==> config.mk <==
export PLATFORM = sky130hd
export DESIGN_NAME = window_minmax_16b_flat
export DESIGN_NICKNAME = d
export VERILOG_FILES = /design/src/rtl/window_minmax_16b_pkg.sv /design/src/rtl/window_minmax_16b_if.sv /design/src/rtl/comparator_16b.sv /design/src/rtl/window_minmax_16b.sv /design/src/flat_wrapper.sv
export SDC_FILE = /design/constraint.sdc
export NUM_CORES = 1
export LEC_CHECK = 0
export BUFFER_PORTS_ARGS = -buffer_cell sky130_fd_sc_hd__buf_2
export CAP_MARGIN = 20
export CORE_ASPECT_RATIO = 2
export CORE_MARGIN = 8
export CORE_UTILIZATION = 38
export CTS_CLUSTER_SIZE = 25
export DETAILED_ROUTE_END_ITERATION = 7
export GPL_TIMING_DRIVEN = 0
export PLACE_DENSITY = 0.63
export SYNTH_ARGS = -nofsm -noshare
export SYNTH_HDL_FRONTEND = slang
export SYNTH_SLANG_ARGS = --single-unit
==> constraint.sdc <==
create_clock -name clk -period 2.6 [get_ports clk]
set_clock_uncertainty 0.15 [all_clocks]
set_input_delay 0.26 -clock clk [delete_from_list [all_inputs] [get_ports clk]]
set_output_delay 0.26 -clock clk [all_outputs]
set_load 0.02 [all_outputs]
==> src/rtl/window_minmax_16b_pkg.sv <==
`default_nettype none
// ============================================================================
// Module  : minmax_pkg
// Purpose : Shared constants and FSM state encoding for window_minmax_16b.
// Contents: DATA_W       - sample width (fixed at 16 to match comparator_16b)
//           WIN_LEN_DEF  - default number of samples per window
//           state_e      - IDLE / ACCUM / DONE
// Revision: 1.0 - initial release
// ============================================================================
package minmax_pkg;

  localparam int DATA_W      = 16;
  localparam int WIN_LEN_DEF = 8;

  typedef enum logic [1:0] {
    IDLE  = 2'd0,
    ACCUM = 2'd1,
    DONE  = 2'd2
  } state_e;

endpackage : minmax_pkg
`default_nettype wire

==> src/rtl/window_minmax_16b_if.sv <==
`default_nettype none
// ============================================================================
// Module  : window_minmax_16b_if
// Purpose : Sample-in / result-out bundle for window_minmax_16b.
// Ports   : start            - opens a window (one-cycle pulse)
//           in_valid/in_ready/in_data    - sample handshake
//           out_valid/out_ready          - result handshake
//           max_val/min_val/max_idx/min_idx - window result
//           busy             - block is in ACCUM or DONE
// Modports: master (producer/consumer side), slave (window_minmax_16b)
// Revision: 1.0 - initial release
// ============================================================================
interface window_minmax_16b_if #(
  parameter int WIN_LEN = minmax_pkg::WIN_LEN_DEF
);
  localparam int IDX_W = $clog2(WIN_LEN);

  logic                          start;
  logic                          in_valid;
  logic                          in_ready;
  logic [minmax_pkg::DATA_W-1:0] in_data;
  logic                          out_valid;
  logic                          out_ready;
  logic [minmax_pkg::DATA_W-1:0] max_val;
  logic [minmax_pkg::DATA_W-1:0] min_val;
  logic [IDX_W-1:0]              max_idx;
  logic [IDX_W-1:0]              min_idx;
  logic                          busy;

  modport master (
    output start, in_valid, in_data, out_ready,
    input  in_ready, out_valid, max_val, min_val, max_idx, min_idx, busy
  );

  modport slave (
    input  start, in_valid, in_data, out_ready,
    output in_ready, out_valid, max_val, min_val, max_idx, min_idx, busy
  );

endinterface : window_minmax_16b_if
`default_nettype wire

==> src/rtl/comparator_16b.sv <==
`default_nettype none
// ============================================================================
// Module  : comparator_16b
// Purpose : Existing unsigned 16-bit magnitude comparator consumed by
//           window_minmax_16b (reproduced here so the slice builds alone).
// Ports   : data_a, data_b - unsigned operands
//           a_gt_b, a_lt_b, a_eq_b - one-hot relation flags
// Revision: 1.0 - initial release
// ============================================================================
module comparator_16b (
  input  wire logic [15:0] data_a,
  input  wire logic [15:0] data_b,
  output logic             a_gt_b,
  output logic             a_lt_b,
  output logic             a_eq_b
);

  always_comb begin
    a_gt_b = (data_a >  data_b);
    a_lt_b = (data_a <  data_b);
    a_eq_b = (data_a == data_b);
  end

endmodule : comparator_16b
`default_nettype wire

==> src/rtl/window_minmax_16b.sv <==
`default_nettype none
// ============================================================================
// Module  : window_minmax_16b
// Purpose : Streaming min/max tracker over a window of WIN_LEN unsigned
//           16-bit samples; reports max/min and their window indices on a
//           registered valid/ready result port.
// Ports   : clk   - rising-edge clock
//           rst_n - asynchronous active-low reset
//           bus   - window_minmax_16b_if.slave (sample in, result out)
// Config  : MINMAX_TIE_LATEST_EN - when defined, a sample equal to the stored
//           max/min moves the index to the latest occurrence; otherwise the
//           earliest index is kept.
// Revision: 1.0 - initial release
// ============================================================================
module window_minmax_16b
  import minmax_pkg::*;
#(
  parameter int WIN_LEN = WIN_LEN_DEF
) (
  input wire logic            clk,
  input wire logic            rst_n,
  window_minmax_16b_if.slave  bus
);

  localparam int               IDX_W    = $clog2(WIN_LEN);
  localparam logic [IDX_W-1:0] LAST_IDX = IDX_W'(WIN_LEN - 1);

  state_e              state_q, state_d;
  logic [IDX_W-1:0]    count_q, count_d;
  logic [DATA_W-1:0]   max_q, max_d, min_q, min_d;
  logic [IDX_W-1:0]    max_idx_q, max_idx_d, min_idx_q, min_idx_d;
  logic                in_ready_q, in_ready_d;
  logic                out_valid_q, out_valid_d;
  logic                busy_q, busy_d;

  logic                max_gt, max_lt, max_eq;
  logic                min_gt, min_lt, min_eq;
  logic                accept;
  logic                unused_flags;

  comparator_16b u_cmp_max (
    .data_a (bus.in_data),
    .data_b (max_q),
    .a_gt_b (max_gt),
    .a_lt_b (max_lt),
    .a_eq_b (max_eq)
  );

  comparator_16b u_cmp_min (
    .data_a (bus.in_data),
    .data_b (min_q),
    .a_gt_b (min_gt),
    .a_lt_b (min_lt),
    .a_eq_b (min_eq)
  );

  // Opposite-direction flags are never needed; eq flags only with ties-latest.
  assign unused_flags = ^{max_lt, min_gt, max_eq, min_eq};

  // in_ready_q is only high in ACCUM, so it doubles as the state qualifier.
  assign accept = in_ready_q & bus.in_valid;

  always_comb begin
    state_d   = state_q;
    count_d   = count_q;
    max_d     = max_q;
    min_d     = min_q;
    max_idx_d = max_idx_q;
    min_idx_d = min_idx_q;

    unique case (state_q)
      IDLE: begin
        if (bus.start) begin
          state_d = ACCUM;
          count_d = '0;
        end
      end

      ACCUM: begin
        if (accept) begin
          if (count_q == '0) begin
            // The first sample seeds both trackers; flags against stale
            // stored values are irrelevant here.
            max_d     = bus.in_data;
            min_d     = bus.in_data;
            max_idx_d = '0;
            min_idx_d = '0;
          end else begin
            if (max_gt) begin
              max_d     = bus.in_data;
              max_idx_d = count_q;
            end
`ifdef MINMAX_TIE_LATEST_EN
            else if (max_eq) begin
              max_idx_d = count_q;
            end
`endif
            if (min_lt) begin
              min_d     = bus.in_data;
              min_idx_d = count_q;
            end
`ifdef MINMAX_TIE_LATEST_EN
            else if (min_eq) begin
              min_idx_d = count_q;
            end
`endif
          end

          if (count_q == LAST_IDX) begin
            state_d = DONE;
            count_d = '0;
          end else begin
            count_d = count_q + 1'b1;
          end
        end
      end

      DONE: begin
        // A start coincident with the result handshake chains windows
        // back-to-back; start alone is ignored while a result is pending.
        if (out_valid_q && bus.out_ready) begin
          state_d = bus.start ? ACCUM : IDLE;
          count_d = '0;
        end
      end

      default: begin
        state_d = IDLE;
        count_d = '0;
      end
    endcase

    // Status flags are registered from the next state so every output
    // leaves the block straight from a flop.
    in_ready_d  = (state_d == ACCUM);
    out_valid_d = (state_d == DONE);
    busy_d      = (state_d != IDLE);
  end

  always_ff @(posedge clk or negedge rst_n) begin
    if (!rst_n) begin
      state_q     <= IDLE;
      count_q     <= '0;
      max_q       <= '0;
      min_q       <= '0;
      max_idx_q   <= '0;
      min_idx_q   <= '0;
      in_ready_q  <= 1'b0;
      out_valid_q <= 1'b0;
      busy_q      <= 1'b0;
    end else begin
      state_q     <= state_d;
      count_q     <= count_d;
      max_q       <= max_d;
      min_q       <= min_d;
      max_idx_q   <= max_idx_d;
      min_idx_q   <= min_idx_d;
      in_ready_q  <= in_ready_d;
      out_valid_q <= out_valid_d;
      busy_q      <= busy_d;
    end
  end

  assign bus.in_ready  = in_ready_q;
  assign bus.out_valid = out_valid_q;
  assign bus.busy      = busy_q;
  assign bus.max_val   = max_q;
  assign bus.min_val   = min_q;
  assign bus.max_idx   = max_idx_q;
  assign bus.min_idx   = min_idx_q;

endmodule : window_minmax_16b
`default_nettype wire

==> src/flat_wrapper.sv <==
// flat-port wrapper written by rule: the top's interface ports become plain ports
module window_minmax_16b_flat import minmax_pkg::*;
#(
  parameter int WIN_LEN = WIN_LEN_DEF
)
  (clk, rst_n, bus_start, bus_in_valid, bus_in_data, bus_out_ready, bus_in_ready, bus_out_valid, bus_max_val, bus_min_val, bus_max_idx, bus_min_idx, bus_busy);
  window_minmax_16b_if #(.WIN_LEN(WIN_LEN)) bus_i ();
  input wire logic clk;
  input wire logic rst_n;
  input wire logic [$bits(bus_i.start)-1:0] bus_start;
  input wire logic [$bits(bus_i.in_valid)-1:0] bus_in_valid;
  input wire logic [$bits(bus_i.in_data)-1:0] bus_in_data;
  input wire logic [$bits(bus_i.out_ready)-1:0] bus_out_ready;
  output wire logic [$bits(bus_i.in_ready)-1:0] bus_in_ready;
  output wire logic [$bits(bus_i.out_valid)-1:0] bus_out_valid;
  output wire logic [$bits(bus_i.max_val)-1:0] bus_max_val;
  output wire logic [$bits(bus_i.min_val)-1:0] bus_min_val;
  output wire logic [$bits(bus_i.max_idx)-1:0] bus_max_idx;
  output wire logic [$bits(bus_i.min_idx)-1:0] bus_min_idx;
  output wire logic [$bits(bus_i.busy)-1:0] bus_busy;
  assign bus_i.start = bus_start;
  assign bus_i.in_valid = bus_in_valid;
  assign bus_i.in_data = bus_in_data;
  assign bus_i.out_ready = bus_out_ready;
  assign bus_in_ready = bus_i.in_ready;
  assign bus_out_valid = bus_i.out_valid;
  assign bus_max_val = bus_i.max_val;
  assign bus_min_val = bus_i.min_val;
  assign bus_max_idx = bus_i.max_idx;
  assign bus_min_idx = bus_i.min_idx;
  assign bus_busy = bus_i.busy;
  window_minmax_16b #(.WIN_LEN(WIN_LEN)) u_core (.clk(clk), .rst_n(rst_n), .bus(bus_i));
endmodule
# Word-level counts from Yosys, hierarchy flattened
# Cells that the tools add are included.
dict set report classes {
  reduce_logical 9
  bitwise 1
  eq_ne 8
  add_sub_neg 1
  n_lt_le_gt_ge 2
  mux 19
}
# operator n
set ops {}
lappend ops {{two-way mux 16 bit} 4}
lappend ops {{two-way mux 3 bit} 8}
lappend ops {{greater-than comparator 16 bit} 1}
lappend ops {{< comparator 16 bit} 1}
lappend ops {{case mux 3 bit (3 select lines)} 1}
lappend ops {{AND reduction 3 bit} 3}
lappend ops {{two-way mux 2 bit} 4}
lappend ops {{case mux 2 bit (3 select lines)} 1}
lappend ops {{nonzero test 2 bit} 3}
lappend ops {{== test 2 x 1 -> 1 bit, second input constant} 2}
lappend ops {{== test 2 bit, second input constant} 2}
lappend ops {{!= test 2 x 1 -> 1 bit, second input constant} 2}
lappend ops {{adder 3 x 1 -> 3 bit, second input constant} 1}
lappend ops {{== test 3 bit, second input constant} 1}
lappend ops {{zero test 3 bit} 1}
lappend ops {{zero test 2 bit} 1}
lappend ops {{!= test 2 bit, second input constant} 1}
lappend ops {{bitwise AND 1 bit} 1}
lappend ops {{logical AND 1 bit} 1}
lappend ops {{two-way mux 1 bit} 1}
dict set report word_totals {
  in_bits 21
  regBits 46
  word_cells 49
}

# Logic depth before layout (Yosys ltp)
dict set report depth {
  depth_word 5
  depth_mapped 9
  depth_no_buf 8
}

# Modules after synthesis
# Synthesis repeated with hierarchy kept, for this count alone.
dict set report unflattened {
  cells_unflattened 236
  area_unflattened_um2 2760.1
}
# mod seq_area_each_um2 cells_per_inst area_each_um2 n_inst
set by_module_without_submodules {}
lappend by_module_without_submodules {window_minmax_16b 1151.1 120 1934.4 1}
lappend by_module_without_submodules {comparator_16b 0.0 58 412.9 2}

# Least setup slack after synthesis
# OpenSTA, ideal clock, no wires.
dict set report synth_timing {
  kind {reg2reg}
  start {register u_core.max_q[9] (netlist: u_core.bus.max_val[9])}
  end {register u_core.max_q[10] (netlist: u_core.bus.max_val[10])}
  period_less_slack_ns 2.496
  n_path_buf 1
  stages_incl_launch_ff 10
  path_slack_ns 0.104
  arrival_time_ns 2.221
  required_ns 2.325
  cell_sequence {dfrtp_1 -> inv_1 -> ha_1 -> a21oi_1 -> nor3_1 -> nor4_1 -> nand3_1 -> o221ai_4 -> buf_6 -> mux2_2}
}
dict set report synth_between {
  elab_chain_len 3
}
# item line
set synth_lines {}
lappend synth_lines {{start: declaration} window_minmax_16b.sv:30} ;# logic [DATA_W-1:0] max_q, max_d, min_q, min_d;
lappend synth_lines {{start signal: assignment} window_minmax_16b.sv:154} ;# max_q <= max_d;
lappend synth_lines {{greater-than comparator 16 bit} comparator_16b.sv:19} ;# a_gt_b = (data_a > data_b);
lappend synth_lines {{nonzero test 2 bit (no line)} n/a}
lappend synth_lines {{AND reduction 3 bit (no line)} n/a}
# No other way between the ends.
# A chain may end at the register's enable or synchronous reset.

# Final worst setup path
dict set report layout_timing {
  start {register u_core.max_q[13] (netlist: u_core.bus.max_val[13])}
  end {register u_core.max_q[14] (netlist: u_core.bus.max_val[14])}
}
# Same word-level chain as after synthesis.

==> results.sh <==
export IMPL_hold_start="bus_in_data[0]"
export IMPL_track_usage=0.134
export IMPL_port_buffer_count=61
export IMPL_wl_per_cell_um=16.1
export IMPL_htree_levels=2
export IMPL_start_util=0.390
export IMPL_synth_area_leader_cell="dfrtp_1"
export IMPL_post_route_period_util=0.958
export IMPL_relSlewSlack=0.655
export IMPL_outcome="finished, final reports clean"
export IMPL_finalWirelength_um=6610
export IMPL_gr_usage_met1=0.124
export IMPL_grt_pass1_wl_um=10200
export IMPL_die_area_sq_um=10200
export IMPL_worstPathMaxFanout=5
export IMPL_hold_path_class="input pin to flop"
export IMPL_worst_pin_slew_ns=0.518
export IMPL_rr_worst_depth=11
export IMPL_num_rows=43
export IMPL_crit_slowest_cell="dfrtp_1"
export IMPL_holdPathStages=2
export IMPL_leakage_nw=1.79
export IMPL_layout_min_cycle_time_ns=2.49
export IMPL_arrival_ns=2.52
export IMPL_syn_instance_count=239
export IMPL_path_clk_slew_ns=0.06
export IMPL_crit_top_cell="nand4_2"
export IMPL_clk_latency_ns=0.29
export IMPL_die_h_um=135
export IMPL_finalSetupViolCount=0
export IMPL_drt_first_pass_iters=4
export IMPL_use_met2=0.256
export IMPL_syn_area_sq_um=2690
export IMPL_design_area_sq_um=3510
export IMPL_synth_cell_types=34
export IMPL_finalSetupTns_ns=0
export IMPL_cts_buffers=5
export IMPL_final_nets=376
export IMPL_slew_viol_final=0
export IMPL_critical_path_class="flop to flop"
export IMPL_synth_edff_count=0
export IMPL_timing_rr_end="u_core.bus.max_val[14]"
export IMPL_async_reset_ff_frac=1.00
export IMPL_path_depth=11
export IMPL_maxCapViolCount=0
export IMPL_postSynthNetCount=294
export IMPL_hold_violations=0
export IMPL_r2r_slack_ns=0.11
export IMPL_p_comb_frac=0.577
export IMPL_crit_chain="inv_1 -> ha_4 -> nand4_2 -> buf_4 -> nor2_2 -> nand4_2 -> a21oi_2 -> o221ai_4 -> buf_8 -> buf_6 -> mux2_4"
export IMPL_drive_gt1_frac=0.424
export IMPL_cp_start_kind="flop"
export IMPL_drcViolationCount=0
export IMPL_synth_top_cell_area_share=0.428
export IMPL_cp_top_family="buffers and inverters"
export IMPL_fmax_mhz=401
export IMPL_clockBufferDepth=2
export IMPL_insertedDiodeCount=0
export IMPL_crit_path_max_incr_delay_ns=0.37
export IMPL_die_w_um=75.5
export IMPL_synth_area_per_cell_sq_um=11.3
export IMPL_seqPwrFrac=0.270
export IMPL_crit_start="u_core.bus.max_val[13]"
export IMPL_internal_power_mw=2.86
export IMPL_yosysWarnings=0
export IMPL_rsz0062_at_grt="no"
export IMPL_p_per_area_nw_per_um2=1380
export IMPL_grt_max_degree=47
export IMPL_p_sw_frac=0.410
export IMPL_cts_tree="yes"
export IMPL_grt_overflow_total=0
export IMPL_synth_area_leaders="dfrtp_1 43%, ha_1 16%, mux2_2 8.0%"
export IMPL_antenna_found_initial=0
export IMPL_crit_buf_inv=4
export IMPL_yosysSeqAreaShare=0.428
export IMPL_gr_usage_met3=0.0290
export IMPL_crit_path_end_kind="flop"
export IMPL_gp_congestion=0.782
export IMPL_ctsRootBufferMaster="clkbuf_16"
export IMPL_drtIter0Drc=45
export IMPL_hold_path_end="u_core.bus.max_val[0]"
export IMPL_syn_to_final_growth_pct=30.7
export IMPL_hpwlAfterDp_um=4970
export IMPL_netSwitchingPower_mw=1.99
export IMPL_core_sq_um=6890
export IMPL_io_pins=62
export IMPL_ys_flop_type="dfrtp_1"
export IMPL_yosys_register_bits=46
export IMPL_fin_util=0.510
export IMPL_ant_nets=0
export IMPL_ir_worst_vdd_uv=692
export IMPL_dpl_instance_area_sq_um=3110
export IMPL_grt_busiest_layer="met2"
export IMPL_r2r_start="u_core.bus.max_val[13]"
export IMPL_grt_pass1_vias=2115
export IMPL_p_clk_frac=0.153
export IMPL_num_vias=2041
export IMPL_via_per_inst=4.97
export IMPL_clock_sinks=46
export IMPL_required_ns=2.62
==> power by group through the flow <==
stage / combinational, mW / sequential (mW) / clock, mW
3_3_place_gp: 2.49 / 1.31 / 0
3_5_place_dp: 2.52 / 1.32 / 0
2_1_floorplan: 1.43 / 1.67 / 0
6_report: 2.80 / 1.31 / 0.744
4_1_cts: 2.57 / 1.31 / 0.761
5_1_grt: 3.06 / 1.36 / 0.779
==> stage by stage <==
| step | instances | power [mW] | worst slack, ns | hold WS (ns) |
|---|---|---|---|---|
| finish | 411 | 4.85 | 0.108 | 0.0962 |
| global route | 411 | 5.20 | 0.00510 | 0.111 |
| CTS | 400 | 4.64 | 0.0959 | 0.0575 |
| detailed placement | 390 | 3.84 | -0.106 | 0.346 |
| global placement | 390 | 3.80 | -0.0987 | 0.336 |
| floorplan | 239 | 3.10 | 0.104 | -0.186 |
==> cells in the mapped netlist (all sizes together) (2+ instances only) <==
library cell,instances
ha,34
nand4,6
o21ai,12
nor4,3
a21oi,12
dfrtp,46
nor2,5
nor2b,4
o211ai,2
inv,37
mux2,33
o21a,2
buf,2
nand2,20
o22ai,3
and2,2
mux2i,2
nand3,5
==> worst max-delay path by stage <==
stage | end | slack, ns
floorplan | u_core.bus.max_val[10] | 0.10
global placement | u_core.bus.max_val[9] | -0.1
detailed placement | u_core.bus.max_val[9] | -0.11
CTS | u_core.bus.max_val[9] | 0.1
global route | u_core.bus.max_idx[2] | 0.005
finish | u_core.bus.max_val[14] | 0.11
==> cell type report <==
| type | count | area (sq um) |
|---|---|---|
| plain buffers | 2 | 35.0 |
| clock buffers | 6 | 139 |
| clock inverters | 1 | 30.0 |
| fillers | 672 | 3370 |
| inverters | 37 | 139 |
| multi-input cells | 154 | 1460 |
| flip-flops and latches | 46 | 1150 |
| well taps | 90 | 113 |
| repair buffers | 75 | 448 |
==> cells by family after synthesis <==
kind of cell	share of synthesized area
buf+inv	0.0633
compound gates	0.0861
mux	0.165
simple gates	0.0991
fa+ha+maj	0.158
flops	0.428
==> placed cells by master (no fill, tap or decap), types with 2 or more instances in the layout <==
cell type  instances
o22ai_1            3
and2_1             2
mux2_2            19
nand3_1            5
ha_1              29
nor4_2             2
buf_4              6
inv_1             36
mux2_4            14
buf_6              6
dfrtp_1           46
nand2_1           18
o21ai_0           12
nor2b_1            4
clkbuf_16          5
buf_12             2
buf_2             61
o21a_1             2
ha_4               5
nor2_1             4
a21oi_2            2
nand4_1            4
nand4_2            2
a21oi_1           10
mux2i_1            2
==> sequential cells by signal, indices dropped and copies added, names as in the netlist <==
name	count
u_core.bus.busy	1
u_core.bus.max_val	16
u_core.bus.in_ready	1
u_core.bus.max_idx	3
u_core.count_q	3
u_core.bus.out_valid	1
u_core.bus.min_val	16
u_core.state_q	2
u_core.bus.min_idx	3
==> layer usage <==
layer / vias to the layer above / share of wire / routed length, um
li1: 992 / - / -
met4: 0 / 0.030 / 200
met5: - / 0 / 0
met2: 45 / 0.59 / 3890
met3: 11 / 0.035 / 232
met1: 993 / 0.35 / 2290
==> repair_timing <==
action                                 in CTS  in global routing
gates cloned                                0                  0
gates resized for setup                     0                 20
hold buffers                                0                  1
pin swaps                                   2                  8
buffers inserted                            3                  9
setup endpoints to repair                  18                 27
endpoints found under the hold margin       0                 21
Note: power is estimated with default switching activity, not from simulation.
